## src/rtl/fpga_temp_monitor.sv

```systemverilog
// Temperature monitor for an FPGA die sensor: moving average over a circular
// window, min/max tracking, and a debounced over-temperature alarm with hysteresis.
module fpga_temp_monitor #(
   parameter int         AVG_DEPTH      = 4,
   parameter logic [7:0] HIGH_THRESHOLD = 8'd200,
   parameter logic [7:0] LOW_THRESHOLD  = 8'd180,
   parameter int         ALARM_COUNT    = 3
) (
   input  logic       i_Clk,
   input  logic       i_Rst,
   input  logic [7:0] i_Temperature,
   input  logic       i_TempValid,
   input  logic       i_ClearMinMax,
   output logic [7:0] o_AvgTemp,
   output logic       o_AvgValid,
   output logic [7:0] o_MinTemp,
   output logic [7:0] o_MaxTemp,
   output logic       o_Ready,
   output logic       o_Alarm
);

   localparam int PTR_W = $clog2(AVG_DEPTH);
   localparam int SUM_W = 8 + PTR_W;
   localparam int CNT_W = PTR_W + 1;
   localparam logic [CNT_W-1:0] FILL_MAX = CNT_W'(AVG_DEPTH);

   typedef enum logic [1:0] {
      ST_NORMAL,
      ST_PENDING,
      ST_ALARM
   } state_t;

   logic [7:0]       buf_q [AVG_DEPTH];
   logic [7:0]       buf_d [AVG_DEPTH];
   logic [PTR_W-1:0] ptr_q, ptr_d;
   logic [SUM_W-1:0] sum_q, sum_d;
   logic [CNT_W-1:0] fill_q, fill_d;
   logic             ready_q, ready_d;
   logic [7:0]       avg_q, avg_d;
   logic             avg_valid_q, avg_valid_d;
   logic [7:0]       min_q, min_d;
   logic [7:0]       max_q, max_d;
   logic             first_q, first_d;
   state_t           state_q, state_d;
   logic [3:0]       cnt_q, cnt_d;

   // Averaging window, fill tracking and min/max.
   always_comb begin
      // NOTE: every signal gets a default before any branch so no latch is inferred.
      buf_d       = buf_q;
      ptr_d       = ptr_q;
      sum_d       = sum_q;
      fill_d      = fill_q;
      ready_d     = ready_q;
      avg_d       = avg_q;
      avg_valid_d = 1'b0;
      min_d       = min_q;
      max_d       = max_q;
      first_d     = first_q;

      if (i_TempValid) begin
         // The overwritten entry is already part of sum_q, so this cannot overflow.
         sum_d        = sum_q + SUM_W'(i_Temperature) - SUM_W'(buf_q[ptr_q]);
         buf_d[ptr_q] = i_Temperature;
         ptr_d        = ptr_q + PTR_W'(1);
         if (fill_q != FILL_MAX) begin
            fill_d = fill_q + CNT_W'(1);
         end
         if (ready_q || (fill_q == FILL_MAX - CNT_W'(1))) begin
            ready_d     = 1'b1;
            avg_valid_d = 1'b1;
            avg_d       = sum_d[SUM_W-1:PTR_W];
         end
      end

      if (i_TempValid) begin
         if (first_q || i_ClearMinMax) begin
            min_d   = i_Temperature;
            max_d   = i_Temperature;
            first_d = 1'b0;
         end else begin
            if (i_Temperature < min_q) min_d = i_Temperature;
            if (i_Temperature > max_q) max_d = i_Temperature;
         end
      end else if (i_ClearMinMax) begin
         min_d   = 8'hFF;
         max_d   = 8'h00;
         first_d = 1'b1;
      end
   end

   always_ff @(posedge i_Clk) begin
      // NOTE: sequential state uses non-blocking assignments only; reset is synchronous.
      if (i_Rst) begin
         // NOTE: the window memory is cleared too, so the running sum stays consistent with it.
         for (int i = 0; i < AVG_DEPTH; i++) buf_q[i] <= '0;
         ptr_q       <= '0;
         sum_q       <= '0;
         fill_q      <= '0;
         ready_q     <= 1'b0;
         avg_q       <= '0;
         avg_valid_q <= 1'b0;
         min_q       <= 8'hFF;
         max_q       <= 8'h00;
         first_q     <= 1'b1;
      end else begin
         for (int i = 0; i < AVG_DEPTH; i++) buf_q[i] <= buf_d[i];
         ptr_q       <= ptr_d;
         sum_q       <= sum_d;
         fill_q      <= fill_d;
         ready_q     <= ready_d;
         avg_q       <= avg_d;
         avg_valid_q <= avg_valid_d;
         min_q       <= min_d;
         max_q       <= max_d;
         first_q     <= first_d;
      end
   end

   // Alarm FSM: state register.
   always_ff @(posedge i_Clk) begin
      if (i_Rst) begin
         state_q <= ST_NORMAL;
         cnt_q   <= '0;
      end else begin
         state_q <= state_d;
         cnt_q   <= cnt_d;
      end
   end

   // Alarm FSM: next state, evaluated only on fresh averages.
   always_comb begin
      state_d = state_q;
      cnt_d   = cnt_q;
      if (avg_valid_q) begin
         unique case (state_q)
            ST_NORMAL: begin
               if (avg_q >= HIGH_THRESHOLD) begin
                  cnt_d   = 4'd1;
                  state_d = (ALARM_COUNT == 1) ? ST_ALARM : ST_PENDING;
               end
            end
            ST_PENDING: begin
               if (avg_q >= HIGH_THRESHOLD) begin
                  cnt_d = cnt_q + 4'd1;
                  if ((cnt_q + 4'd1) >= 4'(ALARM_COUNT)) state_d = ST_ALARM;
               end else begin
                  cnt_d   = '0;
                  state_d = ST_NORMAL;
               end
            end
            ST_ALARM: begin
               // Between the thresholds the alarm holds.
               if (avg_q <= LOW_THRESHOLD) begin
                  cnt_d   = '0;
                  state_d = ST_NORMAL;
               end
            end
            default: begin
               cnt_d   = '0;
               state_d = ST_NORMAL;
            end
         endcase
      end
   end

   // Alarm FSM: outputs.
   always_comb begin
      o_Alarm = (state_q == ST_ALARM);
   end

   assign o_AvgTemp  = avg_q;
   assign o_AvgValid = avg_valid_q;
   assign o_MinTemp  = min_q;
   assign o_MaxTemp  = max_q;
   assign o_Ready    = ready_q;

endmodule

```

## config.mk

```make
export PLATFORM = sky130hd
export DESIGN_NAME = fpga_temp_monitor
export DESIGN_NICKNAME = d
export VERILOG_FILES = /design/src/rtl/fpga_temp_monitor.sv
export SDC_FILE = /design/constraint.sdc
export NUM_CORES = 1
export LEC_CHECK = 0
export ABC_AREA = 1
export CELL_PAD_IN_SITES_DETAIL_PLACEMENT = 0
export CELL_PAD_IN_SITES_GLOBAL_PLACEMENT = 2
export CORE_MARGIN = 2
export CORE_UTILIZATION = 33
export DETAILED_ROUTE_END_ITERATION = 16
export PLACE_DENSITY_LB_ADDON = 0.3
export SLEW_MARGIN = 0
export SYNTH_ARGS = -nofsm -noshare
export SYNTH_HDL_FRONTEND = slang
export SYNTH_SLANG_ARGS = --single-unit
```

## constraint.sdc

```tcl
create_clock -name i_Clk -period 3.8 [get_ports i_Clk]
set_clock_uncertainty 0.15 [all_clocks]
set_input_delay 1.14 -clock i_Clk [delete_from_list [all_inputs] [get_ports i_Clk]]
set_output_delay 1.14 -clock i_Clk [all_outputs]
set_load 0.1 [all_outputs]
```

==> results.md <==
- Post-DP Area: 5070 sq um
- Die Area: 14400 sq um
- Clock share of power: 29.7%
- Arr. time, crit path: 3.52 ns
- Antenna violations before repair: 0
- Critical Setup Path Class: in2reg
- CTS tree: yes
- Fin Setup TNS: 0 ns
- CTS Hold Bufs: 0
- Final worst slack: 0.422 ns
- Distinct cells, synth: 37
- H-tree Lvls: 3
- Final setup vio count: 0
- Via count: 4032
- Rows: 42
- Clock Tree Root: clkbuf_16
- Nets: 711
- Max-slew violations: 0
- Routed length per placed instance: 14.2 um
- Tcrit/Tclk final: 88.9%
- Final hold violations: 0
- Synth async-reset ratio: 0%
- Fin area: 5370 sq um
- Drt drc: 0
- Top cells by area, synth: dfxtp_1 36%, ha_1 9.6%, a21oi_1 7.9%
- Crit path max fanout: 3
- Setup Fix Bufs, Post-CTS: 0
- Worst rel slew slack: 54.3%
- Leakage power: 2.59 nW
- Largest net degree at the start of global routing: 54
- Switch share: 37.0%
- Vias in the first global route: 3814
- Total power: 2.96 mW
- Worst-case vdd ir drop: 0.000238 V
- Tmin final: 3.38 ns
- Drt first pass iters: 5
- Die Y-Extent: 120 um
- HPWL after DPL: 8580 um
- Vias per std cell: 4.82
- First-pass GRT wire length: 19700 um
- FF+latch count, synth: 80
- Die Wd: 120 um
- TritonCTS buffer count: 9
- Power Dens Cells: 552 nW/um^2
- Largest buffer count on any clock path: 2
- GRT overflow: 0
- Synthesized instance count: 601
- Leading area contributor after synthesis: dfxtp_1
- Outcome: finished clean
- Clk Latency, worst-skew pair: 0.34 ns
- Core Area: 13200 sq um
- Main synth FF type: dfxtp_1
- Startpoint Class: primary input
- EDFF count, synth: 0
- Post-synth top area share: 36.1%
- Worst-Margin Slew: 0.683 ns
- Register share of total power: 32.1%
- Unrepaired setup endpoints after global routing: no
- I/O Pins: 39
- Initial core utilization: 33.7%
- Comb pwr share: 38.1%
- Pre-CTS setup slack: 0.0447 ns
- Post-Syn Nets: 655
- Post-synthesis sequential area ratio: 36.1%
- Worst min path class: reg2reg
- GRT Resource Usage Total: 17.6%
- Pint: 1.87 mW
- RD Place Congestion: 0.773
- Post-route ant nets: 0
- Filler cell count: 1417
- Synth Warn #: 0
- # port buffers: 38
- Syn_area_per_cell: 7.39 sq um
- Syn-to-layout area delta: 20.9%
- Most frequent cells in the layout: 89 x inv_1, 87 x nand2_1, 80 x dfxtp_1, 70 x a21oi_1, 56 x buf_4
- CTS clk-pin slew, worst paths: 0.06 ns
- Fmax: 296 MHz
- Clock Sinks: 80
- Sw power: 1.10 mW
- Worst setup EP type: flip-flop
- Mapped Area: 4440 sq um
- Post-CTS Resized: 0
- N_diodes: 0
- Total wire length: 11800 um
- Most common cell after layout, fill and taps aside: inv_1
- Critical path data required time: 3.94 ns
- Initial drt markers: 180
- Max-Cap Viols: 0
- Layout cells sized above 1: 13.8%
-- cell usage after synthesis, types with 2 or more instances --
cell type   n
buf_2      15
nand3_2     2
dfxtp_1    80
xor2_1      5
clkbuf_1    2
nor2_1     50
o22ai_1     8
nand2_4     3
nand3_1    43
fa_1        8
o21ai_0    48
a21oi_1    70
a21o_1      2
ha_1       34
xnor2_1     2
o21ai_1    17
nand2_1    87
o21a_1      3
nand4_1     5
buf_4       3
a21oi_2     3
inv_1      89
inv_2       8
-- cell families after synthesis --
logic type	after synthesis	share of synthesized area (%)
compound gates	157	19.4
xor+xnor	7	1.38
fa+ha+maj	42	13.2
buf+inv	120	10.9
flops	80	36.1
simple gates	195	19.1
-- layer usage --
layer | global-route usage [%] | routed length (um) | up-vias
met5 | 0 | 0 | -
met4 | 6.84 | 187 | 0
met3 | 2.99 | 456 | 10
met2 | 28.1 | 5420 | 76
met1 | 23.8 | 5770 | 1872
li1 | - | - | 2074
-- worst paths after layout --
check	start	to	slack, ns	cells past startpoint
max	i_Temperature[1]	sum_q[6]$_SDFFE_PP0P_	0.42	9
min	cnt_q[3]$_SDFFE_PP0P_	cnt_q[3]$_SDFFE_PP0P_	0.31	2
max reg2reg	ptr_q[0]$_SDFFE_PP0P_	sum_q[6]$_SDFFE_PP0P_	0.60	14
min reg2reg	cnt_q[3]$_SDFFE_PP0P_	cnt_q[3]$_SDFFE_PP0P_	0.31	2
-- final cells by class --
cell class	count	area (sq um)	area share, %
timing repair buffer	67	531	9.88
multi-input combinational	401	2350	43.8
sequential	80	1600	29.8
tap	176	220	4.10
clock buffer	11	253	4.71
clock inverter	3	42.5	0.793
inverter	98	368	6.85
-- flip-flops by register name, summed over array words and instances (netlist names), 2 cells and up --
signal	cells
o_MaxTemp	8
o_MinTemp	8
fill_q	3
state_q	2
ptr_q	2
cnt_q	4
o_AvgTemp	8
buf_q	32
sum_q	10
-- stage by stage --
stage	utilization, %	hold WS [ns]	std cells
global route	40.7	0.335	836
global placement	38.5	0.298	822
floorplan	-	0.286	601
CTS	40.7	0.318	836
finish	40.7	0.315	836
detailed placement	38.5	0.309	822
-- worst max-delay path, cell delays in order --
cell and delay, ns:
clkdlybuf4s50_1 0.48, inv_1 0.09, fa_1 0.54, fa_1 0.48, o21ai_2 0.24, a21oi_2 0.09
xnor2_1 0.30, o21ai_1 0.10, inv_1 0.06
-- power groups by stage --
stage	Clock [mW]	Sequential [mW]	Combinational (mW)
floorplan	0	1.08	0.704
global placement	0	0.968	1.13
detailed placement	0	0.970	1.14
CTS	0.904	0.953	1.15
global route	0.941	0.961	1.29
finish	0.881	0.953	1.13
Note: power is estimated with default switching activity, not from simulation.
